<file path="src/rtl/alu_share_arbiter.sv">
// Round-robin share of one combinational ALU between two requesters, result held in a 1-entry tagged buffer.
// Latency: 1 cycle from accept to rsp_valid; a full, undrained buffer stalls both requesters (ready low).
// Optional per-requester saturating grant counters when ALU_ARB_STATS_EN is defined.
module alu_share_arbiter #(
  parameter int DATA_WIDTH    = 32,
  parameter int OPCODE_LENGTH = 4,
  parameter int CNT_WIDTH     = 16
) (
  input  logic                     clk,
  input  logic                     rst_n,
  input  logic                     req0_valid,
  output logic                     req0_ready,
  input  logic [DATA_WIDTH-1:0]    req0_src_a,
  input  logic [DATA_WIDTH-1:0]    req0_src_b,
  input  logic [OPCODE_LENGTH-1:0] req0_op,
  input  logic                     req1_valid,
  output logic                     req1_ready,
  input  logic [DATA_WIDTH-1:0]    req1_src_a,
  input  logic [DATA_WIDTH-1:0]    req1_src_b,
  input  logic [OPCODE_LENGTH-1:0] req1_op,
  output logic [DATA_WIDTH-1:0]    alu_src_a,
  output logic [DATA_WIDTH-1:0]    alu_src_b,
  output logic [OPCODE_LENGTH-1:0] alu_op,
  input  logic [DATA_WIDTH-1:0]    alu_result,
`ifdef ALU_ARB_STATS_EN
  output logic [CNT_WIDTH-1:0]     grant_cnt0,
  output logic [CNT_WIDTH-1:0]     grant_cnt1,
`endif
  output logic                     rsp_valid,
  input  logic                     rsp_ready,
  output logic                     rsp_id,
  output logic [DATA_WIDTH-1:0]    rsp_data
);

  typedef enum logic {EMPTY = 1'b0, FULL = 1'b1} state_t;

  state_t state_q, state_d;
  logic   prio_ptr;
  logic   has_winner;
  logic   winner;
  logic   can_accept;
  logic   grant;

  // Combinational arbitration; ready is held low while in reset.
  always_comb begin
    has_winner = req0_valid | req1_valid;
    winner     = req1_valid & (~req0_valid | prio_ptr);
    can_accept = (state_q == EMPTY) | rsp_ready;
    grant      = rst_n & can_accept & has_winner;
    req0_ready = grant & ~winner;
    req1_ready = grant & winner;
  end

  always_comb begin
    alu_src_a = req0_src_a;
    alu_src_b = req0_src_b;
    alu_op    = req0_op;
    if (winner) begin
      alu_src_a = req1_src_a;
      alu_src_b = req1_src_b;
      alu_op    = req1_op;
    end
  end

  always_comb begin
    state_d   = state_q;
    rsp_valid = (state_q == FULL);
    case (state_q)
      EMPTY: if (grant) state_d = FULL;
      FULL:  if (rsp_ready && !grant) state_d = EMPTY;
      default: state_d = EMPTY;
    endcase
  end

  always_ff @(posedge clk) begin
    if (!rst_n) begin
      state_q  <= EMPTY;
      rsp_id   <= 1'b0;
      rsp_data <= '0;
      prio_ptr <= 1'b0;
    end else begin
      state_q <= state_d;
      if (grant) begin
        rsp_data <= alu_result;
        rsp_id   <= winner;
        prio_ptr <= ~winner;
      end
    end
  end

`ifdef ALU_ARB_STATS_EN
  always_ff @(posedge clk) begin
    if (!rst_n) begin
      grant_cnt0 <= '0;
      grant_cnt1 <= '0;
    end else begin
      if (req0_ready && (grant_cnt0 != {CNT_WIDTH{1'b1}})) grant_cnt0 <= grant_cnt0 + 1'b1;
      if (req1_ready && (grant_cnt1 != {CNT_WIDTH{1'b1}})) grant_cnt1 <= grant_cnt1 + 1'b1;
    end
  end
`endif

endmodule

</file>
<file path="config.mk">
export PLATFORM = sky130hd
export DESIGN_NAME = alu_share_arbiter
export DESIGN_NICKNAME = d
export VERILOG_FILES = /design/src/rtl/alu_share_arbiter.sv
export SDC_FILE = /design/constraint.sdc
export NUM_CORES = 1
export LEC_CHECK = 0
export ABC_AREA = 1
export BUFFER_PORTS_ARGS = -buffer_cell sky130_fd_sc_hd__buf_2
export CAP_MARGIN = 40
export CORE_AREA = 2 2 107 109
export CTS_CLUSTER_DIAMETER = 100
export CTS_CLUSTER_SIZE = 28
export DETAILED_ROUTE_END_ITERATION = 16
export DIE_AREA = 0 0 109 111
export GPL_TIMING_DRIVEN = 1
export PLACE_DENSITY = 0.64
export SLEW_MARGIN = 20
export SYNTH_ARGS = -nofsm -noshare
export SYNTH_HDL_FRONTEND = slang
export SYNTH_SLANG_ARGS = --single-unit
</file>
<file path="constraint.sdc">
create_clock -name clk -period 1.3 [get_ports clk]
set_input_delay 0.13 -clock clk [delete_from_list [all_inputs] [get_ports clk]]
set_output_delay 0.13 -clock clk [all_outputs]
set_load 0.05 [all_outputs]
</file>
### Word level (Yosys, flattened, before mapping)

Index checks and enable logic that the tools add are counted.

| operators by class | value |
|---|---|
| muxes and demuxes | 6 |
| bitwise gates (word level) | 11 |
| reduce and logical (&&, ||, !) cells | 2 |

Operator list:

| operator | count |
|---|---|
| 32-bit two-way mux | 2 |
| 1-bit AND | 5 |
| 4-bit two-way mux | 1 |
| 1-bit NOT | 3 |
| 1-bit OR | 3 |
| 1-bit two-way mux | 2 |
| 1-bit one-hot mux with 2 select lines | 1 |
| 1-bit logical AND | 1 |
| 1-bit logical NOT | 1 |

| word-level totals | value |
|---|---|
| bits in registers | 35 |
| bits of input ports | 173 |
| output and inout port bits | 104 |
| word-level logic and storage cells | 23 |

### Depth between registers and ports, before layout

Gate-level depths: netlist of the first run.

| logic depth | value |
|---|---|
| depth after elaboration | 8 |
| mapped depth | 7 |
| depth with buffers taken out | 6 |

### Worst setup path before layout of the first run

Ideal clock, no wire load.

| timing | value |
|---|---|
| path kind | register to register |
| start point | register state_q, in the netlist rsp_valid |
| end point | register prio_ptr |
| setup time | 154 ps |
| arrival | 1711 ps |
| required time | 1146 ps |
| setup slack | -565 ps |
| stages on the path, launching flop included | 6 |
| buffers on the path | 1 |
| period minus slack after synthesis | 1865 ps |
| cell sequence | dfxtp_1 > nand2_1 > nand3_2 > buf_2 > nor2_1 > nor2_1 |

| between the ends | value |
|---|---|
| cells in the longest elaborated chain, start to end | 4 |

RTL lines:

| item | RTL line | source |
|---|---|---|
| start: declaration | 37 | `state_t state_q, state_d;` |
| start signal: assignment | 82 | `state_q <= state_d;` |
| 1-bit NOT | -- |  |
| 1-bit OR | 48 | `can_accept = (state_q == EMPTY) \| rsp_ready;` |
| 1-bit AND (2 in series) | 49 | `grant = rst_n & can_accept & has_winner;` |
| end signal: assignment | 86 | `prio_ptr <= ~winner;` |
| end: declaration | 38 | `logic prio_ptr;` |

Every way passes these cells.
A chain may end at the register's enable or synchronous reset.

### Final worst setup path of the first run

| timing | value |
|---|---|
| start point | register prio_ptr |
| end point | output port alu_src_a[19] |

| between the ends | value |
|---|---|
| cells in the longest elaborated chain, start to end | 3 |

RTL lines:

| item | RTL line | source |
|---|---|---|
| 1-bit OR | 47 | `winner = req1_valid & (~req0_valid \| prio_ptr);` |
| 1-bit AND | 47 |  |
| 32-bit two-way mux | 58 | `if (winner) begin` |
| end: declaration | 21 | `output logic [DATA_WIDTH-1:0] alu_src_a,` |

Every way passes these cells.

==> out/results.ini, run 1 <==
[setup_path]
rrSetupSlack_ns = -0.02
critPathArrivalTime_ns = 1.47
path_buf_inv = 5
end_kind = output pin
cpMaxStageDelayCell = dfxtp_2
cp_top_family = buffers and inverters
worstPathCellList = inv_2 -> a21oi_4 -> buf_12 -> inv_16 -> buf_16 -> nand2_1 -> nand2_2 -> buf_6
crit_path_max_incr_delay_ns = 0.32
crit_type = register to output pin
start_kind = register
path_max_fanout = 12
worstPathRequired_ns = 1.17

[die]
num_rows = 39
die_area_um2 = 12100
boundaryPins = 277
die_x_um = 109
design.core.area_um2 = 11100
start_util_pct = 19.2
fp.dieH_um = 111

[clock_network]
cts_made_buffers = 5
path_clk_slew_ns = 0.05
cts_root_buf = clkbuf_16
clk_path_buf_depth = 2
cts.sinks = 35
htree_levels = 2
cts_tree = done
worstSkewPairLatency_ns = 0.27

[status]
status = finished, violations left
violations = negative setup slack

[synth]
synth-simple-area-share_pct = 45.9
synth_xor_area_share_pct = 0
synthCells = 380
synthMuxAreaShare_pct = 0
synth_cell_type_count = 16
yosys.area.top_type = nand2_1
synth-seq-cells = 35
synth_edf_count = 0
ys_warn_count = 0
synth_top_family_by_area = simple AND/OR/NAND/NOR gates
synthTopCellsByArea = nand2_1 (37%), dfxtp_1 (33%), nand3_1 (7.5%)
synthAdderAreaFrac_pct = 0
avgSynthCellArea_um2 = 5.58
synth-compound-area-share_pct = 8.61
synth_common_cells = nand2_1 (210), inv_1 (37), dfxtp_1 (35)
yosysTopAreaCellShare_pct = 37.1
ys_seq_area_share_pct = 33.0
synth_most_common_cell = nand2_1
yosys_most_used_dff = dfxtp_1
synth.cell_area_um2 = 2120
async_flop_share_pct = 0
synth.net_count = 553

[timing]
maxSlewHeadroom_pct = 75.8
tightest_slew_ns = 0.363
hold_violations = 0
setup_viol = 71
fmax_mhz = 626
setup_ws_ns = -0.298
period_share_pct = 123
finClkSkew_ns = 0.00763
hold_ws_ns = 0.0914
min_period_ns = 1.60
grt_setup_unrepaired = true
fin_setup_tns_ns = -18.28
slew_violations = 0

[global_route]
grt_pass1_vias = 3139
grt_use_total_pct = 16.0
grt_start_max_net_pins = 36
grt_first_pass_wirelength_mm = 15.5
grt_overflow_total = 0
antenna_found_initial = 0

[final_layout]
layout.nets = 833
area_growth_pct = 134
post_layout_nonfiller_instances = 805
multi_input_area_um2 = 1500
final.fill_count = 1118
seq_area_um2 = 706
drive_gt1_share_pct = 63.5

[placed_design]
gp_congestion = 0.794
dp_slack_ns = -0.125
portBuffers = 276
place_inst = 786
post-dp-hpwl_mm = 7.51

[routing]
post_drt_wl_per_cell_um = 13.2
routed_via_density = 4.16
wirelength_mm = 10.6
drt_iter0_drc = 210
routed-via-count = 3345
dr.pass1.iters = 4
postRouteAntennaNets = 0
drc = 0

[worst_hold_path]
hold_path.class = primary input to register

[pwr]
peakVddDrop_mv = 0.499
leakagePower_nw = 2.79
powerDensity_nw_per_um2 = 1070

[job]
maxCapViolCount = 0

-- cell families after synthesis --
family                 after synthesis
AND/OR/NAND/NOR                    247
flip-flops                          35
AO/OA/AOI/OAI                       34
buffers and inverters               64
-- worst register-to-register path, stage by stage, from the launching register on --
cell and delay, ns:
dfxtp_2 0.32, inv_2 0.04, a21oi_4 0.13, buf_12 0.18, inv_16 0.07, buf_4 0.14, nor2_4 0.09, buf_4 0.11
buf_4 0.09, nor2_1 0.03
-- layout make-up --
type / instances / area share, %
timing repair buffer: 298 / 45.4
multi-input combinational: 281 / 30.1
sequential: 35 / 14.2
tap: 143 / 3.60
inverter: 39 / 3.27
clock buffer: 5 / 2.52
clock inverter: 3 / 0.881
antenna: 1 / 0.0504
-- per-layer routing --
layer | share of wire [%] | track usage, % | up-vias | routed length (um)
met3 | 6.0 | 2.18 | 17 | 637
met5 | 0 | 0 | - | 0
met1 | 42 | 20.0 | 1466 | 4440
li1 | - | - | 1709 | -
met2 | 50 | 27.9 | 153 | 5320
met4 | 2.2 | 5.47 | 0 | 238
-- worst paths after layout --
kind	from	endpoint	depth (start not counted)
max	prio_ptr	alu_src_a[19]	8
min	alu_result[26]	rsp_data[26]	3
max reg2reg	prio_ptr	prio_ptr	9
min reg2reg	rsp_data[26]	rsp_data[26]	2
-- sequential cells by signal (all words and copies together), names as in the netlist --
| register | flops |
|---|---|
| rsp_data | 32 |
| rsp_id | 1 |
| rsp_valid | 1 |
| prio_ptr | 1 |
-- report_power, final --
group	internal (mW)	leakage (nW)	switching (mW)
combinational	1.02	2.41	1.77
clock	0.902	0.0838	0.425
sequential	1.17	0.292	0.0413
total	3.09	2.79	2.24
-- through the flow --
| step | total power, mW | util, % | cell area (um^2) |
|---|---|---|---|
| after floorplan | 2.81 | - | 2340 |
| after global placement | 3.47 | 35.5 | 3940 |
| after detailed placement | 3.47 | 35.5 | 3940 |
| after CTS | 5.22 | 42.4 | 4700 |
| after global routing | 5.59 | 44.8 | 4970 |
| final | 5.33 | 44.9 | 4970 |
-- cell usage in the layout (no fill, tap or decap), types with 2 or more instances in the layout --
cell and count:
buf_2 206, nand2_1 105, nand2_2 94, buf_6 51, inv_1 36, dfxtp_1 33, nand3_1 32, o21ai_0 29
buf_8 21, nand2_4 11, buf_4 8, clkbuf_16 7, buf_12 7, o21ai_1 3, buf_16 3, inv_2 2
nor2_4 2, nor2_1 2
-- what timing repair did --
action / in CTS / in global routing
buffers inserted: 3 / 2
gates cloned: 2 / 4
hold endpoints to repair: 0 / 0
hold buffers: 0 / 0
pin swaps: 3 / 4
setup endpoints to repair: 70 / 83
resized for setup: 168 / 56
Note: power is estimated with default switching activity, not from simulation.
==> run 2: changes to the inputs <==
--- a/constraint.sdc
+++ b/constraint.sdc
@@ -3,2 +3,2 @@
 set_output_delay 0.13 -clock clk [all_outputs]
-set_load 0.05 [all_outputs]
+set_load 0.1 [all_outputs]
==> out/results.ini, run 2 (synthesis results as in run 1) <==
[clock_network]
cts_made_buffers = 5  ; unchanged
worstSkewPairLatency_ns = 0.27  ; about the same
cts_root_buf = clkbuf_16  ; unchanged
path_clk_slew_ns = 0.06  ; was 0.05 ns
cts_tree = done  ; unchanged
htree_levels = 2  ; unchanged
cts.sinks = 35  ; unchanged
clk_path_buf_depth = 2  ; unchanged

[setup_path]
r2r-end = prio_ptr  ; unchanged
worstPathCellList = inv_2 -> a21oi_4 -> buf_12 -> inv_12 -> clkbuf_16 -> nand2_4 -> nand2_8 -> buf_12  ; was inv_2 -> a21oi_4 -> buf_12 -> inv_16 -> buf_16 -> nand2_1 -> nand2_2 -> buf_6
crit_path_max_incr_delay_ns = 0.32  ; about the same
end_kind = output pin  ; unchanged
crit_type = register to output pin  ; unchanged
r2r_start = prio_ptr  ; unchanged
rrSetupSlack_ns = 0.03  ; was -0.02 ns
crit_start = prio_ptr  ; unchanged
rr_worst_depth = 8  ; was 9
critPathArrivalTime_ns = 1.53  ; was 1.47 ns
path_max_fanout = 8  ; was 12
start_kind = register  ; unchanged
cpMostUsedCell = buf_12
worstPathRequired_ns = 1.17  ; about the same
cpMaxStageDelayCell = dfxtp_2  ; unchanged

[pwr]
p_int_mw = 3.49  ; was 3.09 mW
pwr-share-comb_pct = 65.5  ; was 52.3%
peakVddDrop_mv = 1.10  ; was 0.499 mV
p_seq_share_pct = 17.0  ; was 22.7%
total_power_mw = 7.13  ; was 5.33 mW
swShare_pct = 51.1  ; was 42.0%
p_clk_share_pct = 17.5  ; was 24.9%
powerDensity_nw_per_um2 = 1150  ; was 1070 nW/um^2
leakagePower_nw = 3.19  ; was 2.79 nW
p_sw_mw = 3.65  ; was 2.24 mW

[global_route]
grt_start_max_net_pins = 36  ; unchanged
grt_first_pass_wirelength_mm = 17.0  ; was 15.5 mm
grt_use_total_pct = 17.9  ; was 16.0%
grt_overflow_total = 0  ; unchanged
grt_pass1_vias = 3275  ; was 3139
antenna_found_initial = 2  ; was 0

[die]
die_area_um2 = 12100  ; unchanged
die_x_um = 109  ; unchanged
boundaryPins = 277  ; unchanged
start_util_pct = 19.2  ; unchanged
num_rows = 39  ; unchanged
design.core.area_um2 = 11100  ; unchanged
fp.dieH_um = 111  ; unchanged

[placed_design]
gp_congestion = 0.819  ; was 0.794
post-dp-hpwl_mm = 8.67  ; was 7.51 mm
dpl_cell_area_um2 = 5430  ; was 3940 um^2
place_inst = 791  ; was 786
portBuffers = 276  ; unchanged
dp_slack_ns = -0.174  ; was -0.125 ns

[timing]
tightest_slew_ns = 0.496  ; was 0.363 ns
slew_violations = 0  ; unchanged
fin_setup_tns_ns = -23.62  ; was -18.28 ns
min_period_ns = 1.66  ; was 1.60 ns
grt_setup_unrepaired = true  ; unchanged
setup_ws_ns = -0.364  ; was -0.298 ns
hold_violations = 0  ; unchanged
period_share_pct = 128  ; was 123%
finClkSkew_ns = 0.00346  ; was 0.00763 ns
hold_ws_ns = 0.0943  ; was 0.0914 ns
maxSlewHeadroom_pct = 67.1  ; was 75.8%
setup_viol = 70  ; was 71
fmax_mhz = 601  ; was 626 MHz

[routing]
dr.pass1.iters = 4  ; unchanged
post_drt_wl_per_cell_um = 14.0  ; was 13.2 um
drt_iter0_drc = 132  ; was 210
wirelength_mm = 11.3  ; was 10.6 mm
drc = 0  ; unchanged
postRouteAntennaNets = 0  ; unchanged
routed-via-count = 3383  ; was 3345
routed_via_density = 4.18  ; was 4.16

[worst_hold_path]
hold_depth = 3  ; unchanged
hold_path.class = primary input to register  ; unchanged
hold_path_end = rsp_data[26]  ; unchanged
min_from = alu_result[26]  ; unchanged

[final_layout]
mostFrequentLayoutCells = buf_2 (206), nand2_2 (79), nand2_4 (75)  ; was buf_2 (206), nand2_1 (105), nand2_2 (94)
final_common_cell = buf_2  ; unchanged
area_growth_pct = 193  ; was 134%
largest_reg_flops = 32  ; unchanged
layout.nets = 836  ; was 833
post_layout_nonfiller_instances = 809  ; was 805
drive_gt1_share_pct = 73.5  ; was 63.5%
stdcell_area_um2 = 6220  ; was 4970 um^2
final.fill_count = 989  ; was 1118
regMostFlops = rsp_data  ; unchanged
final_core_util_pct = 56.2  ; was 44.9%

[status]
status = finished, violations left  ; unchanged
violations = negative setup slack  ; unchanged

[job]
maxCapViolCount = 0  ; unchanged

[run 2: changes by cell type in the layout (fill, tap and decap cells not counted), sizes merged]
cell / change
bufinv: -1
diode: +1
clkbuf: +1
clkinvlp: +1
buf: +4
clkinv: -2
[run 2: how the worst max path moves through the flow]
stage	end	slack, ns	cells past startpoint
floorplan	rsp_id	-0.20	5
global placement	alu_src_a[29]	-0.13	6
detailed placement	alu_src_a[11]	-0.17	6
CTS	alu_src_a[27]	-0.38	8
global route	alu_op[1]	-0.44	8
finish	alu_src_a[26]	-0.36	8
[run 2: layout make-up]
| class | count | area [um^2] | area share (%) |
|---|---|---|---|
| Multi-Input combinational cell | 281 | 2190 | 35.2 |
| Sequential cell | 35 | 706 | 11.3 |
| Clock buffer | 7 | 153 | 2.45 |
| Antenna cell | 2 | 5.00 | 0.0805 |
| Clock inverter | 1 | 7.51 | 0.121 |
| Timing Repair Buffer | 301 | 2820 | 45.3 |
| Inverter | 39 | 159 | 2.55 |
| Tap cell | 143 | 179 | 2.88 |
[run 2: routing by layer]
metal | track usage, % | share of wire (%) | vias to the layer above | wire [um]
li1 | - | - | 1719 | -
met1 | 19.9 | 37 | 1489 | 4160
met2 | 33.2 | 52 | 161 | 5930
met3 | 5.23 | 9.4 | 14 | 1070
met4 | 3.59 | 1.5 | 0 | 165
met5 | 0 | 0 | - | 0
[run 2: repair_timing]
item                                    in CTS  in global routing
resized for setup                          128                 19
gates cloned                                 5                  1
pin swaps                                    3                  1
hold buffers                                 0                  0
endpoints found under the setup margin      70                 71
setup buffers                                3                  0
[run 2: power groups by stage]
stage / clock network [mW] / logic (mW) / registers (mW)
after global routing: 1.33 / 4.84 / 1.22
after global placement: 0 / 4.35 / 1.24
after floorplan: 0 / 2.27 / 1.90
final: 1.25 / 4.67 / 1.21
after detailed placement: 0 / 4.38 / 1.23
after CTS: 1.28 / 4.65 / 1.21
[run 2: worst max-delay path, delay by kind of cell (launching register included)]
kind,cells,cell delay (ns)
flip-flops,1,0.32
AND/OR/NAND/NOR,2,0.14
buffers and inverters,5,0.61
AO/OA/AOI/OAI,1,0.18
